File: src/rtl/sca_rd_sched.sv
// SCA readout scheduler: queues L1A-matched blocks and sequences settle, convert and word shift per sample.
// Defining SCA_RD_SCHED_CNT_EN adds the EVT_CNT and DROP_CNT statistics outputs.
module sca_rd_sched #(
    parameter int NSAMP      = 8,
    parameter int DEPTH      = 4,
    parameter int SETTLE_CYC = 2,
    parameter int CONV_CYC   = 6
) (
    input  logic       CLK,
    input  logic       RST,
    input  logic       L1A_MATCH,
    input  logic [6:0] L1A_BLK,
    input  logic       OUT_RDY,
    output logic [6:0] RADR,
    output logic [3:0] CHADR,
    output logic       ADC_CONV,
    output logic       WORD_STB,
    output logic       FIRST_WORD,
    output logic       LASTWORD,
    output logic       FREE_STB,
    output logic [6:0] FREE_BLK,
    output logic       DATAAVAIL,
    output logic       BUSY,
    output logic [4:0] QCNT,
    output logic       OVFL
`ifdef SCA_RD_SCHED_CNT_EN
    ,
    output logic [15:0] EVT_CNT,
    output logic [7:0]  DROP_CNT
`endif
);

    typedef enum logic [2:0] {IDLE, LOAD, SETTLE, CONV, WAIT, SHIFT, NEXT, DONE} state_t;

    localparam int         AW          = (DEPTH > 1) ? $clog2(DEPTH) : 1;
    localparam logic [4:0] QFULL       = 5'(DEPTH);
    localparam logic [3:0] SETTLE_LAST = 4'(SETTLE_CYC - 1);
    localparam logic [3:0] CONV_LAST   = 4'(CONV_CYC - 1);
    localparam logic [3:0] SAMP_LAST   = 4'(NSAMP - 1);

    state_t          state, state_d;
    logic [6:0]      fifo_mem [DEPTH];
    logic [AW-1:0]   wr_ptr, rd_ptr;
    logic            enq, deq, drop;
    logic [6:0]      base;
    logic [3:0]      samp;
    logic [3:0]      cyc_cnt;
    logic [7:0]      radr_sum;
    logic [6:0]      radr_wrap;

    // A full queue still accepts when the scheduler dequeues in the same cycle.
    assign deq  = (state == IDLE) && (QCNT != 5'd0);
    assign enq  = L1A_MATCH && ((QCNT != QFULL) || deq);
    assign drop = L1A_MATCH && !enq;

    // NOTE: the queue storage is not reset; the pointers and count alone define its contents.
    always_ff @(posedge CLK) begin
        if (enq) fifo_mem[wr_ptr] <= L1A_BLK;
    end

    always_ff @(posedge CLK or posedge RST) begin
        if (RST) begin
            wr_ptr <= '0;
            rd_ptr <= '0;
            QCNT   <= '0;
            OVFL   <= 1'b0;
        end else begin
            if (enq) wr_ptr <= wr_ptr + 1'b1;
            if (deq) rd_ptr <= rd_ptr + 1'b1;
            case ({enq, deq})
                2'b10:   QCNT <= QCNT + 5'd1;
                2'b01:   QCNT <= QCNT - 5'd1;
                default: ;
            endcase
            if (drop) OVFL <= 1'b1;
        end
    end

    assign radr_sum  = {1'b0, base} + {4'b0, samp};
    assign radr_wrap = (radr_sum >= 8'd96) ? 7'(radr_sum - 8'd96) : radr_sum[6:0];

    always_ff @(posedge CLK or posedge RST) begin
        if (RST) state <= IDLE;
        else     state <= state_d;
    end

    // NOTE: every output of this block is given a default first, so no path can infer a latch.
    always_comb begin
        state_d    = state;
        ADC_CONV   = 1'b0;
        WORD_STB   = 1'b0;
        FIRST_WORD = 1'b0;
        LASTWORD   = 1'b0;
        FREE_STB   = 1'b0;
        FREE_BLK   = '0;
        case (state)
            IDLE:    if (QCNT != 5'd0) state_d = LOAD;
            LOAD:    state_d = SETTLE;
            SETTLE:  if (cyc_cnt == SETTLE_LAST) state_d = CONV;
            CONV: begin
                ADC_CONV = 1'b1;
                state_d  = WAIT;
            end
            WAIT:    if (cyc_cnt == CONV_LAST) state_d = SHIFT;
            SHIFT: begin
                WORD_STB   = OUT_RDY;
                FIRST_WORD = OUT_RDY && (samp == 4'd0) && (CHADR == 4'd0);
                if (OUT_RDY && (CHADR == 4'd15)) state_d = NEXT;
            end
            NEXT:    state_d = (samp == SAMP_LAST) ? DONE : LOAD;
            DONE: begin
                LASTWORD = 1'b1;
                FREE_STB = 1'b1;
                FREE_BLK = base;
                state_d  = IDLE;
            end
            default: state_d = IDLE;
        endcase
    end

    // NOTE: sequential state uses non-blocking assignments so every register sees pre-edge values.
    always_ff @(posedge CLK or posedge RST) begin
        if (RST) begin
            base    <= '0;
            samp    <= '0;
            cyc_cnt <= '0;
            RADR    <= '0;
            CHADR   <= '0;
        end else begin
            case (state)
                IDLE: begin
                    CHADR <= '0;
                    if (deq) begin
                        base <= fifo_mem[rd_ptr];
                        samp <= '0;
                    end
                end
                LOAD: begin
                    RADR    <= radr_wrap;
                    cyc_cnt <= '0;
                end
                SETTLE:  cyc_cnt <= cyc_cnt + 4'd1;
                CONV:    cyc_cnt <= '0;
                WAIT: begin
                    CHADR   <= '0;
                    cyc_cnt <= cyc_cnt + 4'd1;
                end
                SHIFT:   if (OUT_RDY) CHADR <= CHADR + 4'd1;
                NEXT:    if (samp != SAMP_LAST) samp <= samp + 4'd1;
                default: ;
            endcase
        end
    end

    assign BUSY      = (state != IDLE);
    assign DATAAVAIL = (QCNT != 5'd0) || (state != IDLE);

`ifdef SCA_RD_SCHED_CNT_EN
    always_ff @(posedge CLK or posedge RST) begin
        if (RST) begin
            EVT_CNT  <= '0;
            DROP_CNT <= '0;
        end else begin
            if (state == DONE) EVT_CNT <= EVT_CNT + 16'd1;
            if (drop && (DROP_CNT != 8'hFF)) DROP_CNT <= DROP_CNT + 8'd1;
        end
    end
`endif

endmodule

File: config.mk
export PLATFORM = sky130hd
export DESIGN_NAME = sca_rd_sched
export DESIGN_NICKNAME = d
export VERILOG_FILES = /design/src/rtl/sca_rd_sched.sv
export SDC_FILE = /design/constraint.sdc
export NUM_CORES = 1
export LEC_CHECK = 0
export ABC_AREA = 1
export BUFFER_PORTS_ARGS = -buffer_cell sky130_fd_sc_hd__buf_4
export CORE_MARGIN = 4
export CORE_UTILIZATION = 35
export DETAILED_ROUTE_END_ITERATION = 12
export PLACE_DENSITY = 0.54
export SLEW_MARGIN = 10
export SYNTH_ARGS = -nofsm -noshare
export SYNTH_HDL_FRONTEND = slang
export SYNTH_SLANG_ARGS = --single-unit
File: constraint.sdc
create_clock -name CLK -period 2.9 [get_ports CLK]
set_input_delay 0.435 -clock CLK [delete_from_list [all_inputs] [get_ports CLK]]
set_output_delay 0.435 -clock CLK [all_outputs]
set_load 0.005 [all_outputs]
# After elaboration in Yosys (flattened, before gate mapping)
# Memories as Yosys holds them, arrays and structs flattened. A register that Yosys moved wholly into a read port is not among the register bits.
# Index checks and enable logic that the tools add are counted.
[word_totals]
regBits = 32
latchBits = 0
ram_bits = 28
mem_bits_ro = 0
inputBits = 11
output_inout_bits = 31
wordCells = 88
n_memories = 1
[memory_table]
columns = ["name", "words", "width", "read_ports", "rd_ports_with_merged_regs", "write_ports", "line", "source"]
rows = [
  ["fifo_mem", 4, 7, 1, 1, 1, "42", "logic [6:0] fifo_mem [DEPTH];"],
]
[classes]
add_sub_neg = 9
n_mul = 0
div_mod_pow = 0
n_lt_le_gt_ge = 1
eq_ne = 22
shift = 0
n_mux = 21
bitwise_logic = 0
n_reduce_logical = 25
[ops]
columns = ["op", "n"]
rows = [
  ["$pmux 3 s8", 1],
  ["$pmux 4 s2", 3],
  ["$mux 3", 5],
  ["$mux 7", 2],
  ["$add 4x1->4 const B", 3],
  ["$eq 3x3->1 const B", 4],
  ["$mux 4", 3],
  ["$ne 2x2->1 const B", 6],
  ["$pmux 5 s2", 1],
  ["$add 7x4->8", 1],
  ["$eq 4x3->1 const B", 2],
  ["$ge 8x7->1 const B", 1],
  ["$logic_not 4->1", 2],
  ["$reduce_bool 2->1", 4],
  ["$sub 7x7->7 const B", 1],
  ["$eq 3x2->1 const B", 2],
  ["$logic_and 1x1->1", 6],
  ["$mux 1", 6],
  ["$reduce_or 2->1", 3],
  ["$add 5x1->5 const B", 1],
  ["$ne 5x3->1 const B", 1],
  ["$reduce_bool 5->1", 1],
  ["$sub 5x1->5 const B", 1],
  ["$add 2x1->2 const B", 2],
  ["14 further kinds", 16],
]

# Logic depth before layout (Yosys ltp)
[logic_depth]
depth_word = 6
mapped_depth = 17
ltp_nobuf = 16

# Worst setup path before layout
# No wires, ideal clock.
[synth_timing]
path_type = "register to register"
start = "register state[2]"
end = "register QCNT[4]"
setup_time_ns = 0.116
arrival_ns = 1.990
required_time_ns = 2.784
slack_ns = 0.794
path_stages_with_launch = 17
n_path_buf = 1
period_less_slack_ns = 2.106
path_cell_list = "dfrtp_1 -> inv_2 -> nand2_2 -> inv_2 -> nand2_4 -> inv_4 -> buf_6 -> ha_1 -> xor2_1 -> ha_1 -> inv_1 -> nand2_1 -> nand3_1 -> nand3_1 -> nand2_1 -> nand2_1 -> nand2_1"
[synth_between]
elab_chain_cells = 6
word_cells_on_any_way = 8
cone_classes = "2 x eq/ne; 1 x mux; 5 x reduce/logical"
[synth_rtl]
columns = ["element", "line", "source"]
rows = [
  ["start, declared", "41", "state_t state, state_d;"],
  ["start signal, assigned", "84", "else state <= state_d;"],
  ["$logic_not 3->1 (*)", "52", "assign deq = (state == IDLE) && (QCNT != 5'd0);"],
  ["$logic_and 1x1->1 (*)", "52", ""],
  ["named net deq", "44", "logic enq, deq, drop;"],
  ["$logic_or 1x1->1", "53", "assign enq = L1A_MATCH && ((QCNT != QFULL) || deq);"],
  ["$logic_and 1x1->1", "53", ""],
  ["$eq 2x1->1 / $eq 2x2->1 (equally long branches)", "70", "case ({enq, deq})"],
  ["$pmux 5 s2 / $reduce_bool 2->1 (equally long branches)", "--", ""],
  ["end signal, assigned", "71", "2'b10: QCNT <= QCNT + 5'd1;"],
  ["end signal, assigned", "72", "2'b01: QCNT <= QCNT - 5'd1;"],
  ["end, declared", "24", "output logic [4:0] QCNT,"],
]
# The timed path passes the listed nets; every way through them passes the cells marked *.
# A chain may end at the register's enable or synchronous reset.

# Worst setup path in the final report
[layout_timing]
start = "register QCNT[0]"
end = "register QCNT[4]"
[layout_between]
elab_chain_cells = 6
word_cells_on_any_way = 11
cone_classes = "2 x add/sub; 3 x eq/ne; 1 x mux; 5 x reduce/logical"
[layout_rtl]
columns = ["element", "line"]
rows = [
  ["$reduce_bool 5->1", "52"],
  ["$logic_and 1x1->1", "52"],
  ["$logic_or 1x1->1", "53"],
  ["$logic_and 1x1->1", "53"],
  ["$eq 2x1->1 / $eq 2x2->1 (equally long branches)", "70"],
  ["$pmux 5 s2 / $reduce_bool 2->1 (equally long branches)", "--"],
]
# Parallel ways exist; a longest one is shown, timed or not.

==> flow_summary.json <==
{
  "status": "finished, final reports clean",
  "async_reset_ff_share_pct": 58.2,
  "drt_pass1_iterations": 4,
  "cts_buffers": 9,
  "synth_simple_gate_area_share_pct": 19.7,
  "cp.required_ns": 3.13,
  "drtIter0Drc": 107,
  "end_kind": "flop",
  "postCtsHoldBufs": 0,
  "synth.area.top_cells": "dfrtp_1, edfxtp_1, nand2_1",
  "dp_hpwl_um": 5390,
  "clk_pin_slew_ns": 0.07,
  "synth_seq_cells": 67,
  "path_max_fanout": 9,
  "ir_drop_mv": 0.293,
  "hold_viol_final": 0,
  "muxShareOfSynthArea_pct": 2.01,
  "remaining_drc_errors": 0,
  "powerDensity_nw_per_um2": 978,
  "htree_levels": 3,
  "synth_cell_types": 36,
  "timing.hold.ws_ns": 0.172,
  "critPathArrivalTime_ns": 2.56,
  "p_total_mw": 4.04,
  "antenna_found_initial": 0,
  "tns_ns": 0,
  "wire_per_inst_um": 12.7,
  "place.gp.congestion": 0.844,
  "cp-startpoint": "QCNT[0]",
  "cts_sinks": 67,
  "fin_skew_ns": 0.0137,
  "synth-compound-area-share_pct": 8.02,
  "placed_cells": 542,
  "syn2layout_area_growth_pct": 18.7,
  "rsz0062_at_grt": "no",
  "initial_core_util_pct": 35.8,
  "yosysWarnings": 0,
  "cts-root-to-sink-buffers": 2,
  "netlist_instances": 373,
  "worstMarginPinSlew_ns": 0.722,
  "syn_area_per_cell_um2": 9.33,
  "root_buffer": "clkbuf_8",
  "synth_area_leader_cell": "dfrtp_1",
  "dieArea_um2": 11600,
  "nets": 450,
  "die_h_um": 108,
  "synth_xor_area_share_pct": 3.02,
  "max_freq_mhz": 429,
  "fin_cells": 558,
  "cap_viol_max_count": 0,
  "grt_pass1_vias": 2493,
  "grt_max_degree": 25,
  "synthAdderAreaFrac_pct": 7.05,
  "final_util_pct": 42.5,
  "vias": 2561,
  "r2r_end": "QCNT[4]",
  "synth_edf_count": 28,
  "vias_per_cell": 4.59,
  "reg2reg_from": "QCNT[0]",
  "nFillCells": 974,
  "synth_area_um2": 3480,
  "die_x_um": 108,
  "min_period_ns": 2.33,
  "reg2reg_setup_slack_ns": 0.57,
  "relSlewSlack_pct": 51.7,
  "most-common-layout-cells": "nand2_1, inv_1, buf_4",
  "syn-num-nets": 403,
  "antenna_cells": 0,
  "coreArea_um2": 9730,
  "drive_above_1_share_pct": 17.6,
  "ys_seq_area_share_pct": 52.2,
  "rows": 36,
  "gr-total-overflow": 0,
  "grt_pass1_wl_um": 12000,
  "cts_resized": 0,
  "drt_wl_total_um": 7110,
  "cts_tree": "built",
  "r2r_cells": 15,
  "io_pins": 42,
  "synth_top_family_by_area": "simple AND/OR/NAND/NOR gates",
  "mostFrequentLayoutCell": "nand2_1",
  "synth_top_area_share_pct": 28.1,
  "grt_usage_pct": 13.2,
  "synthFlopType": "dfrtp_1",
  "holdCritPathClass": "in -> async",
  "cts_setup_buffers": 0,
  "slew_violations": 0,
  "portBuffers": 41,
  "finalSetupViolations": 0,
  "period_share_pct": 80.5,
  "cellLeakagePower_nw": 1.95,
  "ant_nets": 0,
  "worstSkewPairLatency_ns": 0.33,
  "startpoint_type": "flop",
  "path_class": "reg -> reg"
}
worst max path at each step:
stage / endpoint / slack, ns / cells past startpoint
finish: QCNT[4] / 0.57 / 15
global route: QCNT[4] / 0.34 / 16
CTS: QCNT[4] / 0.57 / 15
detailed placement: QCNT[4] / 0.59 / 15
global placement: QCNT[4] / 0.67 / 15
floorplan: QCNT[4] / 0.79 / 16
registers in the layout, summed over array words and instances (netlist names), 3 cells and up:
name / count
fifo_mem: 28
RADR: 7
base: 7
QCNT: 5
CHADR: 4
cyc_cnt: 4
samp: 4
state: 3
stage by stage:
step,instance area [um^2],setup WS (ns)
6_report,4130,0.567
2_1_floorplan,3480,0.794
3_3_place_gp,3920,0.673
3_5_place_dp,3920,0.592
4_1_cts,4130,0.569
5_1_grt,4130,0.338
cell type report:
cell class,instances,area (um^2),area share (%)
timing repair buffer,42,315,7.63
clock inverter,6,81.3,1.97
inverter,63,239,5.79
clock buffer,10,128,3.09
sequential,67,1820,44.0
multi-input combinational,237,1380,33.5
tap,133,166,4.03
critical path: stages, from the launching register on:
cell     delay, ns
dfrtp_1       0.45
inv_1         0.10
nand2_1       0.05
nor3_1        0.14
nand3_1       0.13
nand2_2       0.17
ha_1          0.29
xor2_1        0.23
ha_1          0.19
inv_1         0.04
nand2_1       0.10
nand3_1       0.11
nand3_1       0.10
nand2_1       0.05
nand2_1       0.05
nand2_1       0.04
cells by family (layout without fill, tap and decap cells):
kind of cell             Yosys count  in the layout
flip-flops                        67             67
multiplexers                       7              7
XOR/XNOR                          12             12
adder cells (fa/ha/maj)           19             19
AND/OR/NAND/NOR                  149            149
buffers and inverters             69            121
AO/OA/AOI/OAI                     50             50
synth_stat cells (7+ instances only):
master,number
nand2_1,67
edfxtp_1,28
ha_1,18
o21ai_1,8
dfrtp_1,39
o21ai_0,22
inv_1,59
o22ai_1,9
xor2_1,8
nor2_1,34
mux2i_1,7
nand3_1,20
routing by layer:
layer | global-route usage (%) | routed length, um | vias up
met2 | 21.2 | 3360 | 44
met1 | 17.3 | 3460 | 1202
met3 | 3.36 | 232 | 6
li1 | - | - | 1309
met4 | 4.33 | 61 | 0
met5 | 0 | 0 | -
report_power, final:
group / total [mW] / switching, mW / internal, mW
Sequential: 1.55 / 0.253 / 1.29
Combinational: 1.67 / 1.00 / 0.672
Clock: 0.821 / 0.342 / 0.479
Total: 4.04 / 1.59 / 2.44
No activity file was read; power rests on OpenSTA's default activity.
